==> src/rtl/bus_keeper_decay.sv <==
// Bus keeper with leaking charge: holds the last driven value of each
// undriven bit and decays it to a pull value after a programmable idle time.
// Ports: clk, rst_n (async, active-low), drv_mask / bus_in (strong drivers),
//        bus_out (resolved read value), keep_oe (weak-drive enables),
//        stale (bit has decayed).
module bus_keeper_decay #(
  parameter int                 WIDTH        = 8,
  parameter int                 DECAY_CYCLES = 16,
  parameter logic [WIDTH-1:0]   DECAY_VALUE  = '1,
  parameter logic [WIDTH-1:0]   RESET_VALUE  = '0
) (
  input  logic             clk,
  input  logic             rst_n,
  input  logic [WIDTH-1:0] drv_mask,
  input  logic [WIDTH-1:0] bus_in,
  output logic [WIDTH-1:0] bus_out,
  output logic [WIDTH-1:0] keep_oe,
  output logic [WIDTH-1:0] stale
);

  localparam int CW = (DECAY_CYCLES < 1) ? 1 : $clog2(DECAY_CYCLES + 1);
  localparam logic [CW:0] LIMIT = (CW + 1)'(DECAY_CYCLES);

  typedef enum logic [1:0] {
    ST_DRIVEN  = 2'd0,
    ST_HOLD    = 2'd1,
    ST_DECAYED = 2'd2
  } st_e;

  st_e             st_q  [WIDTH];
  st_e             st_d  [WIDTH];
  logic [CW-1:0]   cnt_q [WIDTH];
  logic [CW-1:0]   cnt_d [WIDTH];
  logic [CW:0]     inc   [WIDTH];
  logic [WIDTH-1:0] cap_q;
  logic [WIDTH-1:0] cap_d;

  always_ff @(posedge clk or negedge rst_n) begin
    if (!rst_n) begin
      for (int i = 0; i < WIDTH; i++) begin
        st_q[i]  <= ST_HOLD;
        cnt_q[i] <= '0;
      end
      cap_q <= RESET_VALUE;
    end else begin
      for (int i = 0; i < WIDTH; i++) begin
        st_q[i]  <= st_d[i];
        cnt_q[i] <= cnt_d[i];
      end
      cap_q <= cap_d;
    end
  end

  // Decayed bits keep cap untouched; only the read mux changes.
  always_comb begin
    cap_d = cap_q;
    for (int i = 0; i < WIDTH; i++) begin
      st_d[i]  = st_q[i];
      cnt_d[i] = cnt_q[i];
      inc[i]   = {1'b0, cnt_q[i]} + (CW + 1)'(1);
      if (drv_mask[i]) begin
        cap_d[i] = bus_in[i];
        cnt_d[i] = '0;
        st_d[i]  = ST_DRIVEN;
      end else if (st_q[i] != ST_DECAYED) begin
        if (DECAY_CYCLES == 0) begin
          st_d[i] = ST_HOLD;
        end else if (inc[i] == LIMIT) begin
          cnt_d[i] = inc[i][CW-1:0];
          st_d[i]  = ST_DECAYED;
        end else begin
          cnt_d[i] = inc[i][CW-1:0];
          st_d[i]  = ST_HOLD;
        end
      end
    end
  end

  always_comb begin
    bus_out = '0;
    stale   = '0;
    for (int i = 0; i < WIDTH; i++) begin
      stale[i] = (st_q[i] == ST_DECAYED);
      if (drv_mask[i])
        bus_out[i] = bus_in[i];
      else if (stale[i])
        bus_out[i] = DECAY_VALUE[i];
      else
        bus_out[i] = cap_q[i];
    end
  end

  assign keep_oe = ~drv_mask;

endmodule

==> config.mk <==
export PLATFORM = sky130hd
export DESIGN_NAME = bus_keeper_decay
export DESIGN_NICKNAME = d
export VERILOG_FILES = /design/src/rtl/bus_keeper_decay.sv
export SDC_FILE = /design/constraint.sdc
export NUM_CORES = 1
export LEC_CHECK = 0
export ABC_CLOCK_PERIOD_IN_PS = 1900
export CORE_MARGIN = 2
export CORE_UTILIZATION = 45
export DETAILED_ROUTE_END_ITERATION = 10
export PLACE_DENSITY = 0.67
export RECOVER_POWER = 50
export SLEW_MARGIN = 25
export SYNTH_ARGS = -nofsm -noshare
export SYNTH_HDL_FRONTEND = slang
export SYNTH_SLANG_ARGS = --single-unit
==> constraint.sdc <==
create_clock -name clk -period 1.9 [get_ports clk]
set_input_delay 0.57 -clock clk [delete_from_list [all_inputs] [get_ports clk]]
set_output_delay 0.57 -clock clk [all_outputs]
set_load 0.01 [all_outputs]
==> impl_metrics.yaml <==
timing:
  fin_crit_ns: 1.95
  finalHoldViolations: 0
  holdWs_ns: 0.493
  tightest_slew_ns: 1.40
  slew-limit-headroom_pct: 6.61
  clock_skew_ns: 0.00660
  max_freq_mhz: 513
  rsz0062_at_grt: "yes"
  slew_violations: 0
  setup_viol: 8
  setup_ws_ns: -0.0475
  post-route-period-util_pct: 102
synthesis:
  seq_area_frac_synth_pct: 50.6
  netlist-cell-type-count: 22
  synthArstFlopShare_pct: 100
  synth_area_per_cell_um2: 10.4
  synth_seq_cells: 64
  yosys_warnings: 0
  synthCells: 305
  post_synth_instance_area_um2: 3190
  synth-main-ff-cell: "dfrtp_1"
  postSynthNetCount: 331
  synth-edff-count: 0
floorplanning:
  floorplan.initialDensity_pct: 46.6
  die_wd_um: 88.1
  placementRows: 30
  floorplan.die_area_um2: 7770
  num_io_pins: 42
  core_um2: 6830
  die_h_um: 88.1
clock_network:
  tritoncts_num_sinks: 64
  cts-htree-levels: 3
  cts-root-to-sink-buffers: 2
  ctsRootBufferMaster: "clkbuf_8"
  cts_tree: "yes"
  worst_skew_pair.late_latency_ns: 0.33
  cts.reportedPaths.clkPinSlew_ns: 0.07
  numCtsBuffers: 9
critical_path:
  ff2ff_setup_slack_ns: 0.42
  worst-setup-path-type: "in2out"
  timing.critical_path.from_type: "primary input"
  endpoint: "bus_out[2]"
  timing.critical_path.arrival_ns: 1.38
  worst_setup_end_kind: "primary output"
  reg2reg_to: "cnt_q[24]$_DFFE_PN0P_"
  worstPathRequired_ns: 1.33
  worstSetupStartpoint: "bus_in[2]"
  r2r-start: "st_q[8]$_DFFE_PN1P_"
  ff2ff_path_depth: 6
  worstPathMaxFanout: 2
finish:
  fillers: 638
  layout_common_cells: "dfrtp_1 (56), a21oi_1 (32), o21ai_0 (31), buf_4 (28), buf_2 (25)"
  post_route_cells_drive_above_1_share_pct: 31.5
  flow.area_growth_from_synthesis_pct: 27.5
  final_common_cell: "dfrtp_1"
  antenna-diode-count: 0
  finish.cell_count_without_fillers: 487
  num-nets-final: 412
  layout.core_utilization_pct: 59.4
run_status:
  run_status: "complete, but fails checks"
  violations: "negative setup slack"
placed_design:
  numPlacedInstances: 468
  globalplace.congestion: 0.794
  dp_hpwl_um: 4140
  number_of_input_and_output_port_buffers_inserted: 41
route:
  residual_drc: 0
  detail-route-antenna-nets: 0
  detailedRoute.firstPassIterationCount: 4
  dr_total_vias: 2505
  drt-total-wl_um: 6070
  drt_first_iter_violations: 117
  wire_per_inst_um: 12.5
  route.detailed.vias_per_inst: 5.14
global_routing:
  grt_antenna_before_repair: 0
  wire_length_of_the_first_global_routing_pass_um: 10800
  gr-total-overflow: 0
  track_usage_pct: 17.5
  grt_max_degree: 65
  vias_in_the_first_global_route: 2498
power_and_ir_drop:
  power_switching_uw: 715
  power.leakage_nw: 1.94
  cellPowerDensity_nw_per_um2: 702
  int_pwr_mw: 2.13
  power.switching_fraction_pct: 25.1
  power_frac_comb_pct: 10.5
  post_layout_power_mw: 2.85
  vdd_drop_max_mv: 0.442
  p_clk_share_pct: 36.7
  share_seq_of_total_power_pct: 52.8
hold_path:
  timing.hold.worst.class: "reg2reg"
flow_run:
  max_cap_violations: 0
-- power groups by stage --
stage / logic [mW] / clock network (mW) / registers [mW]
2_1_floorplan: 0.177 / 0 / 1.51
3_3_place_gp: 0.332 / 0 / 1.52
3_5_place_dp: 0.340 / 0 / 1.53
4_1_cts: 0.308 / 1.08 / 1.50
5_1_grt: 0.345 / 1.13 / 1.51
6_report: 0.300 / 1.04 / 1.50
-- cell families after synthesis --
logic type      count (synthesis)  synth area share [%]
simple gates                   98                  18.5
compound gates                 86                  16.8
flops                          64                  50.6
buf+inv                        32                  4.71
mux                             9                  4.09
xor+xnor                        8                  2.20
fa+ha+maj                       8                  3.14
-- worst max-delay path: stages --
cell	delay, ns
clkdlybuf4s15_1	0.18
mux2_4	0.26
or2_1	0.22
buf_2	0.14
-- state kept, by name, indices dropped and copies added, names as in the netlist --
name	count
cap_q	8
cnt_q	40
st_q	16
-- timing repair --
action	4_1_cts	5_1_grt
resized for setup	134	6
hold buffers	0	0
pin swaps	8	8
buffers inserted	2	1
setup endpoints to repair	24	10
-- area by class of cell --
type,instances,area [um2],area share (%)
clock buffer,13,159,3.91
clock inverter,3,17.5,0.431
inverter,24,110,2.71
multi-input combinational,209,1450,35.8
sequential,64,1610,39.7
tap,96,120,2.96
timing repair buffer,78,588,14.5
-- Yosys cell counts, types with 16 or more instances --
| library cell | number | share of area (%) |
|---|---|---|
| nand2_1 | 17 | 2.0 |
| a21oi_1 | 32 | 5.0 |
| o21ai_0 | 31 | 4.9 |
| nor2_1 | 16 | 1.9 |
| nand3_1 | 16 | 2.5 |
| or3_1 | 24 | 4.7 |
| inv_1 | 16 | 1.9 |
| dfrtp_1 | 56 | 44 |
-- routing by layer --
| layer | routed length [um] | share of wire (%) | global-route usage (%) |
|---|---|---|---|
| met5 | 0 | 0 | 0 |
| met4 | 93 | 1.5 | 7.02 |
| met3 | 184 | 3.0 | 3.39 |
| met2 | 2870 | 47 | 29.5 |
| met1 | 2920 | 48 | 22.3 |
-- worst min path at each step --
stage	from	endpoint	slack, ns	depth (start not counted)
2_1_floorplan	rst_n	cap_q[0]$_DFFE_PN0P_	0.27	0
3_3_place_gp	cap_q[5]$_DFFE_PN0P_	cap_q[5]$_DFFE_PN0P_	0.47	1
3_5_place_dp	cap_q[2]$_DFFE_PN0P_	cap_q[2]$_DFFE_PN0P_	0.48	1
4_1_cts	rst_n	cnt_q[4]$_DFFE_PN0P_	0.25	2
5_1_grt	cap_q[2]$_DFFE_PN0P_	cap_q[2]$_DFFE_PN0P_	0.50	1
6_report	cap_q[4]$_DFFE_PN0P_	cap_q[4]$_DFFE_PN0P_	0.49	1
-- through the flow --
step           area [um2]  setup slack (ns)  setup TNS (ns)
6_report             4060           -0.0475          -0.166
3_5_place_dp         3940            -0.773           -9.84
4_1_cts              4050           -0.0560          -0.404
2_1_floorplan        3190            0.0371               0
3_3_place_gp         3940            -0.757           -9.60
5_1_grt              4060           -0.0741          -0.518
Power figures use the tool's default switching activity.
